[src/rtl/rbot_pkg.sv]
// ============================================================================
// Module   : rbot_pkg
// Purpose  : Shared colour codes, cube geometry and scan-sequencer states.
// Revision : 1.0
// ============================================================================
`default_nettype none

package rbot_pkg;

  localparam int NUM_FACELETS  = 54;
  localparam int FACELET_IDX_W = 6;

  localparam logic [2:0] COLOR_W   = 3'd0;
  localparam logic [2:0] COLOR_O   = 3'd1;
  localparam logic [2:0] COLOR_G   = 3'd2;
  localparam logic [2:0] COLOR_R   = 3'd3;
  localparam logic [2:0] COLOR_B   = 3'd4;
  localparam logic [2:0] COLOR_Y   = 3'd5;
  localparam logic [2:0] COLOR_MAX = 3'd5;

  typedef enum logic [2:0] {
    S_IDLE     = 3'd0,
    S_MOVE     = 3'd1,
    S_SETTLE   = 3'd2,
    S_SAMPLE   = 3'd3,
    S_CLASSIFY = 3'd4,
    S_WRITE    = 3'd5,
    S_DONE     = 3'd6
  } scan_state_t;

endpackage

`default_nettype wire

[src/rtl/rgb_averager.sv]
// ============================================================================
// Module   : rgb_averager
// Purpose  : Accumulates 2^SAMPLES_LOG2 RGB samples and latches the average.
// Revision : 1.0
// ============================================================================
`default_nettype none

module rgb_averager #(
  parameter int SAMPLES_LOG2 = 2
) (
  input  logic       clock,
  input  logic       reset_n,
  input  logic       clear,
  input  logic       enable,
  input  logic [7:0] red_in,
  input  logic [7:0] green_in,
  input  logic [7:0] blue_in,
  output logic [7:0] avg_red,
  output logic [7:0] avg_green,
  output logic [7:0] avg_blue,
  output logic       full
);

  localparam int ACC_W = 8 + SAMPLES_LOG2;

  logic [ACC_W-1:0]        acc_red;
  logic [ACC_W-1:0]        acc_green;
  logic [ACC_W-1:0]        acc_blue;
  logic [SAMPLES_LOG2-1:0] count;

  logic [ACC_W-1:0] sum_red;
  logic [ACC_W-1:0] sum_green;
  logic [ACC_W-1:0] sum_blue;

  assign sum_red   = acc_red   + ACC_W'(red_in);
  assign sum_green = acc_green + ACC_W'(green_in);
  assign sum_blue  = acc_blue  + ACC_W'(blue_in);

  // High while the sample completing the set is being accumulated.
  assign full = enable && (count == '1);

  always_ff @(posedge clock or negedge reset_n) begin
    if (!reset_n) begin
      acc_red   <= '0;
      acc_green <= '0;
      acc_blue  <= '0;
      count     <= '0;
      avg_red   <= '0;
      avg_green <= '0;
      avg_blue  <= '0;
    end else if (clear) begin
      acc_red   <= '0;
      acc_green <= '0;
      acc_blue  <= '0;
      count     <= '0;
    end else if (enable) begin
      acc_red   <= sum_red;
      acc_green <= sum_green;
      acc_blue  <= sum_blue;
      count     <= count + SAMPLES_LOG2'(1);
      if (full) begin
        avg_red   <= sum_red[ACC_W-1:SAMPLES_LOG2];
        avg_green <= sum_green[ACC_W-1:SAMPLES_LOG2];
        avg_blue  <= sum_blue[ACC_W-1:SAMPLES_LOG2];
      end
    end
  end

endmodule

`default_nettype wire

[src/rtl/color_scan_sequencer.sv]
// ============================================================================
// Module   : color_scan_sequencer
// Purpose  : Steps the sensor arm over every facelet, averages RGB samples,
//            and stores the classified colour code per facelet.
// Revision : 1.0
// ============================================================================
`default_nettype none

module color_scan_sequencer #(
  parameter int NUM_FACELETS  = rbot_pkg::NUM_FACELETS,
  parameter int SAMPLES_LOG2  = 2,
  parameter int SETTLE_CYCLES = 100000,
  parameter int CLASSIFY_LAT  = 1
) (
  input  logic                              clock,
  input  logic                              reset_n,
  input  logic                              start,
  input  logic                              abort,
  output logic                              move_req,
  output logic [rbot_pkg::FACELET_IDX_W-1:0] move_index,
  input  logic                              move_ack,
  input  logic                              sample_valid,
  input  logic [7:0]                        red_in,
  input  logic [7:0]                        green_in,
  input  logic [7:0]                        blue_in,
  output logic [7:0]                        avg_red,
  output logic [7:0]                        avg_green,
  output logic [7:0]                        avg_blue,
  input  logic [2:0]                        color_in,
  output logic                              wr_en,
  output logic [rbot_pkg::FACELET_IDX_W-1:0] wr_addr,
  output logic [2:0]                        wr_color,
  output logic                              busy,
  output logic                              done,
  output logic                              bad_color
);

  import rbot_pkg::*;

  localparam int IDX_W   = FACELET_IDX_W;
  localparam int CNT_MAX = (SETTLE_CYCLES > CLASSIFY_LAT) ? SETTLE_CYCLES : CLASSIFY_LAT;
  localparam int CNT_W   = $clog2(CNT_MAX + 1);

  localparam logic [IDX_W-1:0] LAST_IDX      = IDX_W'(NUM_FACELETS - 1);
  localparam logic [CNT_W-1:0] SETTLE_LAST   = CNT_W'(SETTLE_CYCLES - 1);
  localparam logic [CNT_W-1:0] CLASSIFY_LAST = CNT_W'(CLASSIFY_LAT - 1);

  scan_state_t      state;
  logic [IDX_W-1:0] index;
  logic [CNT_W-1:0] wait_cnt;

  logic avg_clear;
  logic avg_enable;
  logic avg_full;

  assign move_index = index;

  // Abort wins over a coincident sample; accumulators restart on every
  // new scan and after each facelet write.
  assign avg_enable = (state == S_SAMPLE) && sample_valid && !abort;
  assign avg_clear  = abort || (state == S_WRITE) || ((state == S_IDLE) && start);

  rgb_averager #(
    .SAMPLES_LOG2 (SAMPLES_LOG2)
  ) u_averager (
    .clock     (clock),
    .reset_n   (reset_n),
    .clear     (avg_clear),
    .enable    (avg_enable),
    .red_in    (red_in),
    .green_in  (green_in),
    .blue_in   (blue_in),
    .avg_red   (avg_red),
    .avg_green (avg_green),
    .avg_blue  (avg_blue),
    .full      (avg_full)
  );

  always_ff @(posedge clock or negedge reset_n) begin
    if (!reset_n) begin
      state     <= S_IDLE;
      index     <= '0;
      wait_cnt  <= '0;
      move_req  <= 1'b0;
      wr_en     <= 1'b0;
      wr_addr   <= '0;
      wr_color  <= '0;
      busy      <= 1'b0;
      done      <= 1'b0;
      bad_color <= 1'b0;
    end else begin
      wr_en <= 1'b0;
      done  <= 1'b0;
      if (abort) begin
        state    <= S_IDLE;
        move_req <= 1'b0;
        busy     <= 1'b0;
      end else begin
        case (state)
          S_IDLE: begin
            if (start) begin
              state     <= S_MOVE;
              index     <= '0;
              wait_cnt  <= '0;
              move_req  <= 1'b1;
              busy      <= 1'b1;
              bad_color <= 1'b0;
            end
          end
          S_MOVE: begin
            if (move_ack) begin
              state    <= S_SETTLE;
              move_req <= 1'b0;
              wait_cnt <= '0;
            end
          end
          S_SETTLE: begin
            if (wait_cnt == SETTLE_LAST) begin
              state    <= S_SAMPLE;
              wait_cnt <= '0;
            end else begin
              wait_cnt <= wait_cnt + CNT_W'(1);
            end
          end
          S_SAMPLE: begin
            if (avg_full) begin
              state    <= S_CLASSIFY;
              wait_cnt <= '0;
            end
          end
          S_CLASSIFY: begin
            // color_in is captured on the edge closing the last CLASSIFY cycle.
            if (wait_cnt == CLASSIFY_LAST) begin
              state    <= S_WRITE;
              wr_en    <= 1'b1;
              wr_addr  <= index;
              wr_color <= color_in;
              if (color_in > COLOR_MAX) begin
                bad_color <= 1'b1;
              end
            end else begin
              wait_cnt <= wait_cnt + CNT_W'(1);
            end
          end
          S_WRITE: begin
            if (index == LAST_IDX) begin
              state <= S_DONE;
              done  <= 1'b1;
            end else begin
              state    <= S_MOVE;
              index    <= index + IDX_W'(1);
              move_req <= 1'b1;
            end
          end
          S_DONE: begin
            state <= S_IDLE;
            busy  <= 1'b0;
          end
          default: begin
            state    <= S_IDLE;
            move_req <= 1'b0;
            busy     <= 1'b0;
          end
        endcase
      end
    end
  end

endmodule

`default_nettype wire
[config.mk]
export PLATFORM = sky130hd
export DESIGN_NAME = color_scan_sequencer
export DESIGN_NICKNAME = d
export VERILOG_FILES = /design/src/rtl/rbot_pkg.sv /design/src/rtl/rgb_averager.sv /design/src/rtl/color_scan_sequencer.sv
export SDC_FILE = /design/constraint.sdc
export NUM_CORES = 1
export LEC_CHECK = 0
export ABC_AREA = 1
export CAP_MARGIN = 20
export CORE_MARGIN = 5
export CORE_UTILIZATION = 40
export CTS_CLUSTER_DIAMETER = 80
export DETAILED_ROUTE_END_ITERATION = 12
export HOLD_SLACK_MARGIN = 0.12
export MAX_ROUTING_LAYER = met4
export PLACE_DENSITY = 0.65
export SKIP_CTS_REPAIR_TIMING = 1
export SLEW_MARGIN = 20
export SYNTH_ARGS = -nofsm -noshare
export SYNTH_HDL_FRONTEND = slang
export SYNTH_SLANG_ARGS = --single-unit
[constraint.sdc]
create_clock -name clock -period 2.45 [get_ports clock]
set_clock_uncertainty 0.05 [all_clocks]
set_input_delay 0.49 -clock clock [delete_from_list [all_inputs] [get_ports clock]]
set_output_delay 0.49 -clock clock [all_outputs]
set_load 0.01 [all_outputs]
==> results_dict.tcl <==
set metrics [dict create \
    clockBufferDepth 2 \
    grt_max_degree 38 \
    dieArea_sq_um 17300 \
    cts_tree "done" \
    syn-num-nets 853 \
    period_needed_ns 2.20 \
    yosys_warnings 0 \
    p_per_area_nw_per_um2 585 \
    setup_viol 0 \
    max-cap-violations 0 \
    die_w_microns 132 \
    critPathRequiredTime_ns 2.64 \
    post-dp-hpwl_microns 10600 \
    synth_ff_type "dfrtp_1" \
    cts.sinks 96 \
    finalHoldViolCount 0 \
    place_inst 1043 \
    first_iter_violations 293 \
    vdd_ir_drop_max_uv 401 \
    viasPerCell 4.96 \
    core_area_sq_um 14500 \
    start_kind "input port" \
    synthMuxAreaShare_pct 0 \
    std_cell_rows 44 \
    async_flop_share_pct 100 \
    cts-buffers-inserted 9 \
    path_depth 10 \
    critical_path_arrival_ns 2.40 \
    antenna_left 0 \
    crit_path_end_kind "register" \
    cts_root_buffer "clkbuf_16" \
    drive_gt1_share_pct 7.88 \
    synth.most_common_cell "nand2_1" \
    start_util_pct 40.7 \
    grt_pass1_vias 5120 \
    diodes 0 \
    clk_pin_slew_ns 0.07 \
    synthToLayoutAreaGrowth_pct 22.3 \
    final_max_slew_viol_count 0 \
    wl_per_cell_microns 13.6 \
    firstDrtPassIters 5 \
    grt_pass1_wl_microns 24800 \
    synth_common_cells "nand2_1 (247), dfrtp_1 (96), inv_1 (74)" \
    cpPeakStageDelay_ns 0.46 \
    synth_top_family_by_area "simple AND/OR/NAND/NOR gates" \
    synth_edf_count 0 \
    hp-class "reg -> reg" \
    r2r_slack_ns 0.44 \
    antenna_found_initial 0 \
    cpLargestDelayFamily "adder cells" \
    status "completed" \
    timing.rr.start "state[2]" \
    ys_top_cells_by_area "dfrtp_1 (41%), nand2_1 (16%), ha_1 (6.1%)" \
    synth_fa_ha_area_share_pct 7.15 \
    slew_headroom_pct 61.3 \
    ys_ff_latch 96 \
    worst_path_max_delay_cell "clkdlybuf4s50_1" \
    synth_xor_area_share_pct 1.78 \
    die_height_microns 132 \
    worstHoldPathCells 2 \
    crit_fanout 3 \
    num_vias 5262 \
    worstSetupStartpoint "green_in[0]" \
    synth_top_cell_by_area "dfrtp_1" \
    final_nets 936 \
    ios 77 \
    grt.overflow.total 0 \
    max_slew.worst_pin.slew_ns 0.580 \
    grt_usage_pct 17.5 \
    fmax_ghz 0.454 \
    insertion_delay_ns 0.35 \
    ys_seq_area_share_pct 40.6 \
    wl_microns 14400 \
    globalplace.congestion 0.915 \
    reg2regPathDepth 7 \
    path_class "in -> reg" \
    layout.cells.non_filler 1060 \
    synth_compound_area_share_pct 10.0 \
    drc 0 \
    min_to "u_averager.avg_green[6]" \
    yosys.area_share.simple_pct 32.6 \
    ys_types 36 \
    htree_levels 3 \
    hp-start "u_averager.avg_green[6]" \
    synth_top_area_share_pct 40.6 \
    power_uw 4230 \
    portBuffers 76 \
    avgSynthCellArea_sq_um 7.50 \
    min_period_over_period_pct 89.9 \
    leakagePower_uw 0.00360 \
    crit_buf_inv 2 \
    syn_inst 788 \
    rsz0062_at_grt "no" \
    reg2reg_to "u_averager.acc_green[0]" \
    syn_area_sq_um 5910 \
    crit_chain "clkdlybuf4s50_1, ha_1, inv_1, fa_1, o21ai_0, nand2_1, nor2_1, o21ai_0, nand3_1, nand2_1" \
]
-- cells in the final DEF (no fill, tap or decap), types with 2 or more instances in the layout --
master           netlist  layout
inv_1                 74      74
clkbuf_16              0       9
nand3b_1              13      13
o21bai_1               2       2
buf_4                  2      16
dfrtp_1               96      96
o21ai_0               43      43
or2_2                  4       4
o21ai_2                3       3
ha_1                  29      29
inv_2                  9       9
nand3_1               72      72
fa_1                   3       3
nand4_1               17      17
xnor2_1                3       3
a31oi_1                2       2
nor2_2                 8       8
nand2_1              247     247
o211ai_1               5       5
bufinv_16              0       2
clkdlybuf4s50_1        0      75
nor2_4                 3       3
nor2_1                66      66
a21boi_0               4       4
a21o_1                 3       3
o21ai_1               11      11
a22o_1                 6       6
xor2_1                 9       9
a21oi_1               21      21
nand2_2                6       6
nor3_1                 2       2
-- cell type report --
cell class,count,area [sq um]
timing repair buffer,93,901
clock buffer,10,239
inverter,84,318
multi-input combinational,587,3050
sequential,96,2400
tap,184,230
fill,1440,7300
clock inverter,6,90.1
-- where the power goes --
group | switching, uW | leakage, uW | internal (uW) | total [uW]
registers | 78.2 | 0.00133 | 1660 | 1740
logic | 604 | 0.00211 | 329 | 933
clock network | 629 | 0.000159 | 926 | 1560
total | 1310 | 0.00360 | 2920 | 4230
-- registers in the layout, summed over array words and instances, names as in the netlist, 6 cells and up --
register / count
u_averager.avg_red: 8
u_averager.acc_red: 10
move_index: 6
u_averager.avg_green: 8
u_averager.avg_blue: 8
wr_addr: 6
u_averager.acc_green: 10
wait_cnt: 17
u_averager.acc_blue: 10
-- cell families after synthesis --
| family | Yosys count |
|---|---|
| buffers and inverters | 105 |
| XOR/XNOR | 12 |
| AND/OR/NAND/NOR | 440 |
| flip-flops | 96 |
| AO/OA/AOI/OAI | 103 |
| adder cells (fa/ha/maj) | 32 |
-- worst max path at each step --
| stage | endpoint | slack (ns) |
|---|---|---|
| final | u_averager.acc_green[6] | 0.25 |
| after global routing | u_averager.acc_green[6] | 0.13 |
| after CTS | u_averager.acc_green[6] | 0.28 |
| after detailed placement | u_averager.acc_green[6] | -0.05 |
| after global placement | u_averager.avg_green[4] | -0.05 |
| after floorplan | u_averager.acc_green[6] | 0.54 |
-- through the flow --
| stage | area [sq um] | hold slack [ns] | util [%] | TNS (ns) | worst slack [ns] |
|---|---|---|---|---|---|
| 2_1_floorplan | 5910 | 0.144 | - | 0 | 0.538 |
| 5_1_grt | 7230 | 0.446 | 49.7 | 0 | 0.132 |
| 3_5_place_dp | 6890 | 0.326 | 47.4 | -0.159 | -0.0511 |
| 3_3_place_gp | 6890 | 0.322 | 47.4 | -0.114 | -0.0504 |
| 4_1_cts | 7220 | -0.0549 | 49.7 | 0 | 0.281 |
| 6_report | 7230 | 0.429 | 49.7 | 0 | 0.247 |
-- routing by layer --
layer	vias to the layer above	part of all wire, %	track usage (%)
met1	2409	49	23.3
met5	-	0	-
met4	0	1.4	4.69
met2	98	46	27.6
li1	2737	-	-
met3	18	3.9	3.44
-- worst reg2reg max path: cells and delay by family, from the launching register on --
kind | cells | cell delay, ns
and+or+nand+nor | 4 | 0.61
buffers and inverters | 2 | 0.58
DFF | 1 | 0.48
AOI/OAI and AO/OA | 1 | 0.24
No activity file was read; power rests on OpenSTA's default activity.
